==> src/rtl/iq_issue_scheduler.sv <==
// rtl/iq_issue_scheduler.sv - wakeup/select instruction queue with age-ordered issue and count-based flush
module iq_issue_scheduler #(
  parameter int IQ_DEPTH = 8,
  parameter int PREG_W   = 6,
  parameter int CNT_W    = 32
) (
  input  logic                      clk,
  input  logic                      rst,
  input  logic                      alloc_valid,
  output logic                      alloc_ready,
  input  logic [PREG_W-1:0]         alloc_rs_phys,
  input  logic [PREG_W-1:0]         alloc_rt_phys,
  input  logic [PREG_W-1:0]         alloc_rw_phys,
  input  logic                      alloc_uses_rs,
  input  logic                      alloc_uses_rt,
  input  logic                      alloc_rs_rdy,
  input  logic                      alloc_rt_rdy,
  input  logic [CNT_W-1:0]          alloc_count,
  input  logic                      wb0_valid,
  input  logic [PREG_W-1:0]         wb0_phys,
  input  logic                      wb1_valid,
  input  logic [PREG_W-1:0]         wb1_phys,
  input  logic                      flush,
  input  logic [CNT_W-1:0]          flush_count,
  output logic                      issue_valid,
  input  logic                      issue_ready,
  output logic [PREG_W-1:0]         issue_rs_phys,
  output logic [PREG_W-1:0]         issue_rt_phys,
  output logic [PREG_W-1:0]         issue_rw_phys,
  output logic [CNT_W-1:0]          issue_count,
  output logic [$clog2(IQ_DEPTH):0] occupancy
);
  localparam int IDX_W = $clog2(IQ_DEPTH);
  localparam int OCC_W = IDX_W + 1;

  logic [IQ_DEPTH-1:0] r_valid, r_rs_rdy, r_rt_rdy;
  logic [PREG_W-1:0]   r_rs [IQ_DEPTH];
  logic [PREG_W-1:0]   r_rt [IQ_DEPTH];
  logic [PREG_W-1:0]   r_rw [IQ_DEPTH];
  logic [CNT_W-1:0]    r_cnt [IQ_DEPTH];

  logic                r_issue_valid;
  logic [PREG_W-1:0]   r_issue_rs, r_issue_rt, r_issue_rw;
  logic [CNT_W-1:0]    r_issue_cnt;

  logic [IQ_DEPTH-1:0] w_slot_rdy, w_flush_kill;
  logic                w_any_rdy, w_found_free;
  logic [IDX_W-1:0]    w_sel, w_free;
  logic [OCC_W-1:0]    w_occ;
  logic                w_alloc_fire, w_issue_load;

  // Wrap-safe age: a is older than b when (a - b) is negative at CNT_W bits.
  function automatic logic older(input logic [CNT_W-1:0] a, input logic [CNT_W-1:0] b);
    logic [CNT_W-1:0] d;
    d = a - b;
    return d[CNT_W-1];
  endfunction

  function automatic logic younger(input logic [CNT_W-1:0] a, input logic [CNT_W-1:0] b);
    logic [CNT_W-1:0] d;
    d = a - b;
    return !d[CNT_W-1] && (d != '0);
  endfunction

  function automatic logic wake(input logic [PREG_W-1:0] tag);
    return (wb0_valid && (wb0_phys == tag)) || (wb1_valid && (wb1_phys == tag));
  endfunction

  always_comb begin
    w_slot_rdy   = '0;
    w_flush_kill = '0;
    w_any_rdy    = 1'b0;
    w_sel        = '0;
    w_found_free = 1'b0;
    w_free       = '0;
    w_occ        = '0;
    for (int i = 0; i < IQ_DEPTH; i++) begin
      w_slot_rdy[i]   = r_valid[i] && r_rs_rdy[i] && r_rt_rdy[i];
      w_flush_kill[i] = r_valid[i] && younger(r_cnt[i], flush_count);
      w_occ           = w_occ + OCC_W'(r_valid[i]);
      // Strictly-older test keeps the lower index on an (illegal) count tie.
      if (w_slot_rdy[i] && (!w_any_rdy || older(r_cnt[i], r_cnt[w_sel]))) begin
        w_any_rdy = 1'b1;
        w_sel     = IDX_W'(i);
      end
      if (!r_valid[i] && !w_found_free) begin
        w_found_free = 1'b1;
        w_free       = IDX_W'(i);
      end
    end
  end

  assign occupancy    = w_occ;
  assign alloc_ready  = !rst && (w_occ < OCC_W'(IQ_DEPTH));
  assign w_alloc_fire = alloc_valid && alloc_ready && !flush;
  assign w_issue_load = !flush && w_any_rdy && (!r_issue_valid || issue_ready);

  always_ff @(posedge clk or posedge rst) begin
    if (rst) begin
      r_valid  <= '0;
      r_rs_rdy <= '0;
      r_rt_rdy <= '0;
      for (int i = 0; i < IQ_DEPTH; i++) begin
        r_rs[i]  <= '0;
        r_rt[i]  <= '0;
        r_rw[i]  <= '0;
        r_cnt[i] <= '0;
      end
    end else begin
      for (int i = 0; i < IQ_DEPTH; i++) begin
        if (r_valid[i]) begin
          if (wake(r_rs[i])) r_rs_rdy[i] <= 1'b1;
          if (wake(r_rt[i])) r_rt_rdy[i] <= 1'b1;
        end
        if (flush && w_flush_kill[i]) begin
          r_valid[i] <= 1'b0;
        end else if (w_issue_load && (w_sel == IDX_W'(i))) begin
          r_valid[i] <= 1'b0;
        end else if (w_alloc_fire && (w_free == IDX_W'(i))) begin
          r_valid[i]  <= 1'b1;
          r_rs[i]     <= alloc_rs_phys;
          r_rt[i]     <= alloc_rt_phys;
          r_rw[i]     <= alloc_rw_phys;
          r_cnt[i]    <= alloc_count;
          r_rs_rdy[i] <= !alloc_uses_rs || alloc_rs_rdy || wake(alloc_rs_phys);
          r_rt_rdy[i] <= !alloc_uses_rt || alloc_rt_rdy || wake(alloc_rt_phys);
        end
      end
    end
  end

  // A surviving entry accepted during a flush still retires; no refill that cycle.
  always_ff @(posedge clk or posedge rst) begin
    if (rst) begin
      r_issue_valid <= 1'b0;
      r_issue_rs    <= '0;
      r_issue_rt    <= '0;
      r_issue_rw    <= '0;
      r_issue_cnt   <= '0;
    end else if (flush) begin
      if (r_issue_valid && (younger(r_issue_cnt, flush_count) || issue_ready))
        r_issue_valid <= 1'b0;
    end else if (w_issue_load) begin
      r_issue_valid <= 1'b1;
      r_issue_rs    <= r_rs[w_sel];
      r_issue_rt    <= r_rt[w_sel];
      r_issue_rw    <= r_rw[w_sel];
      r_issue_cnt   <= r_cnt[w_sel];
    end else if (issue_ready) begin
      r_issue_valid <= 1'b0;
    end
  end

  assign issue_valid   = r_issue_valid;
  assign issue_rs_phys = r_issue_rs;
  assign issue_rt_phys = r_issue_rt;
  assign issue_rw_phys = r_issue_rw;
  assign issue_count   = r_issue_cnt;
endmodule

==> config.mk <==
export PLATFORM = sky130hd
export DESIGN_NAME = iq_issue_scheduler
export DESIGN_NICKNAME = d
export VERILOG_FILES = /design/src/rtl/iq_issue_scheduler.sv
export SDC_FILE = /design/constraint.sdc
export NUM_CORES = 2
export LEC_CHECK = 0
export ABC_AREA = 0
export ABC_CLOCK_PERIOD_IN_PS = 33400
export BUFFER_PORTS_ARGS = -buffer_cell sky130_fd_sc_hd__buf_2
export CAP_MARGIN = 15
export CORE_ASPECT_RATIO = 0.75
export CORE_MARGIN = 2
export CORE_UTILIZATION = 50
export DETAILED_ROUTE_END_ITERATION = 7
export MAX_ROUTING_LAYER = met4
export PLACE_DENSITY = 0.64
export SLEW_MARGIN = 5
export SYNTH_ARGS = -nofsm -noshare
export SYNTH_HDL_FRONTEND = slang
export SYNTH_SLANG_ARGS = --single-unit
==> constraint.sdc <==
create_clock -name clk -period 33.4 [get_ports clk]
set_clock_uncertainty 0.15 [all_clocks]
set_input_delay 5.01 -clock clk [delete_from_list [all_inputs] [get_ports clk]]
set_output_delay 5.01 -clock clk [all_outputs]
set_load 0.01 [all_outputs]
==> out/metrics.cfg <==
[status]
status=finished clean

[layout]
drive_above_1_share_pct=13.9
final_cell_mix=ha_1 (494), dfrtp_1 (475), nand2_1 (442), o21ai_0 (395), nor2_1 (388)
final_area_mm2=0.0497
final_common_cell=ha_1
nets=5966
final_cells=6609
area_growth_pct=8.71

[timing]
max_freq_ghz=0.0330
finalCriticalPeriod_ps=30340
rsz0062_at_grt=no
max_slew.worst_pin.slew_ps=1320
fin_setup_tns_ps=0
period_share_pct=90.8
slew_viol_final=0
final-hold-violation-count=0
setup_viol=0
maxSlewHeadroom_pct=11.6

[floorplanning]
die_y_um=266
core_mm2=0.0901
die_w_um=353
fp-row-count=95
pin_count=161
start_util_pct=50.7
die_area_mm2=0.0939

[setup_path]
cp.arrival_ps=30720
crit_path_end=r_cnt[249]
critPathMaxStageDelay_ps=910
r2r_cells=116
critPathKind=flop to flop
startpoint_type=flop
worstSetupEndpointType=flop
ff2ff_setup_slack_ps=3060
regToRegEndpoint=r_cnt[249]
crit_fanout=59
slowest_stage=nor4_1
r2r-start=r_cnt[241]
worstPathRequired_ps=33780
startpoint=r_cnt[241]
crit_path_frequent_cell=a21oi_1

[global_routing]
antenna_found_initial=5
grt_use_total_pct=42.8
grt_max_degree=150
grt_first_pass_wirelength_um=289000
grt_pass1_vias=41111
grt_overflow=0

[synth]
ys_ff_latch=475
async_flop_share_pct=100
synth_warnings=0
synth.net_count=5920
synth_largest_area_cell=dfrtp_1
synth.top_cell.area_share_pct=26.0
ys_top_cells_by_area=dfrtp_1 (26%), ha_1 (14%), mux2_2 (8.1%)
syn_avg_cell_area_um2=8.61
seq_area_frac_synth_pct=26.0
yosysUniqueCellTypes=99
synth-edff-count=0
synth_area_mm2=0.0457
synth_ff_type=dfrtp_1
syn_inst=5308

[clock_network]
cts_max_level=2
clockBufferDepth=3
ctsResizeCount=0
hold_buffers=0
cts_tree=built
root_buffer=clkbuf_16
clk_pin_slew_ps=60
clock_sinks=475
postCtsSetupBuffers=0
cts-buffers-inserted=53
insertion_delay_ps=660

[detailed_routing]
wl_per_cell_um=30.3
drtIter0Drc=6156
routed_wl_um=200000
detail-route-antenna-nets=0
vias_per_cell=6.74
drc_errors=0
num_vias=44571
dr.pass1.iters=7

[placement]
gp_congestion=1.07
portBuffers=160
hpwl_um=153000
place_inst=6507
place_area_mm2=0.0478

[power_and_ir_drop]
p_total_mw=3.15
leakage_nw=23.5
swShare_pct=46.2
p_int_mw=1.69
pwr-share-clk_pct=20.2
p_sw_mw=1.46
worst_ir_drop_vdd_mv=0.0482
power_density_mw_per_mm2=63.4
combPwrFrac_pct=50.7
sequentialPowerShare_pct=29.2

[min_path]
whs_path_depth=1
hp-class=flop to flop

[flow_run]
max-cap-violations=0

cells in the mapped netlist (all sizes together), types with 37 or more instances:
master	count
a31oi	46
xor2	109
o21ai	408
a21oi	336
nor3	66
nand2b	71
nor4	48
mux2i	76
ha	494
a221oi	37
nor2	401
nand3	104
dfrtp	475
buf	62
o211ai	72
a211oi	38
inv	293
nand2	445
clkbuf	180
and3	48
a21boi	131
xnor2	209
mux2	432
nor2b	63
a22oi	81
nand4	85
a21o	61
through the flow:
step / hold WS [ps] / setup slack (ps) / util [%]
final: 337 / 3060 / 55.1
after global placement: 320 / 4110 / 53.1
after detailed placement: 325 / 4240 / 53.1
after global routing: 352 / 1540 / 55.1
after floorplan: 309 / 9690 / -
after CTS: 339 / 4130 / 55.1
flip-flops by register name, summed over array words and instances (netlist names):
register	cells
r_valid	8
r_rt_rdy	8
issue_valid	1
issue_count	32
issue_rt_phys	6
r_rs_rdy	8
r_cnt	256
r_rt	48
r_rw	48
issue_rw_phys	6
issue_rs_phys	6
r_rs	48
routing by layer:
layer	share of wire [%]	vias up	track usage, %	wire [um]
met5	0	-	-	0
met4	3.8	0	13.9	7610
met3	13	440	13.1	26700
met2	40	2665	58.5	79900
met1	43	21801	59.6	85900
li1	-	19665	-	-
critical path: cells and delay by family (launching register included):
kind | cells | cell delay [ps]
XOR/XNOR | 2 | 500
adder cells (fa/ha/maj) | 7 | 2170
AND/OR/NAND/NOR | 31 | 6530
multiplexers | 6 | 1770
buffers and inverters | 17 | 5370
AO/OA/AOI/OAI | 53 | 12890
flip-flops | 1 | 560
worst min path at each step:
| stage | slack (ps) | to | startpoint |
|---|---|---|---|
| 3_3_place_gp | 320 | r_rw[39] | r_rw[39] |
| 3_5_place_dp | 320 | r_rw[38] | r_rw[38] |
| 6_report | 340 | r_rw[37] | r_rw[37] |
| 2_1_floorplan | 310 | r_rw[36] | r_rw[36] |
| 5_1_grt | 350 | r_rw[40] | r_rw[40] |
| 4_1_cts | 340 | r_rw[38] | r_rw[38] |
area by class of cell:
class	count	area (um^2)
clock buffers	78	1590
flip-flops and latches	475	11900
multi-input cells	4297	32000
fillers	8429	40400
repair buffers	233	1360
well taps	1212	1520
inverters	294	1110
diodes	2	5.00
clock inverters	18	231
power by group through the flow:
| stage | sequential (mW) | combinational, mW | clock (mW) |
|---|---|---|---|
| after floorplan | 0.823 | 1.07 | 0 |
| after global placement | 0.910 | 1.53 | 0 |
| after detailed placement | 0.910 | 1.53 | 0 |
| after CTS | 0.901 | 1.54 | 0.635 |
| after global routing | 0.920 | 1.73 | 0.659 |
| final | 0.918 | 1.59 | 0.635 |
logic make-up after synthesis:
group,count (synthesis),synth area share (%)
and+or+nand+nor,1433,14.8
adders and majority gates,507,14.1
muxes,510,12.4
buffers and inverters,536,4.54
AOI/OAI and AO/OA,1529,22.0
DFF,475,26.0
xor gates and xnor gates,318,6.15
(Power assumes the default switching activity.)
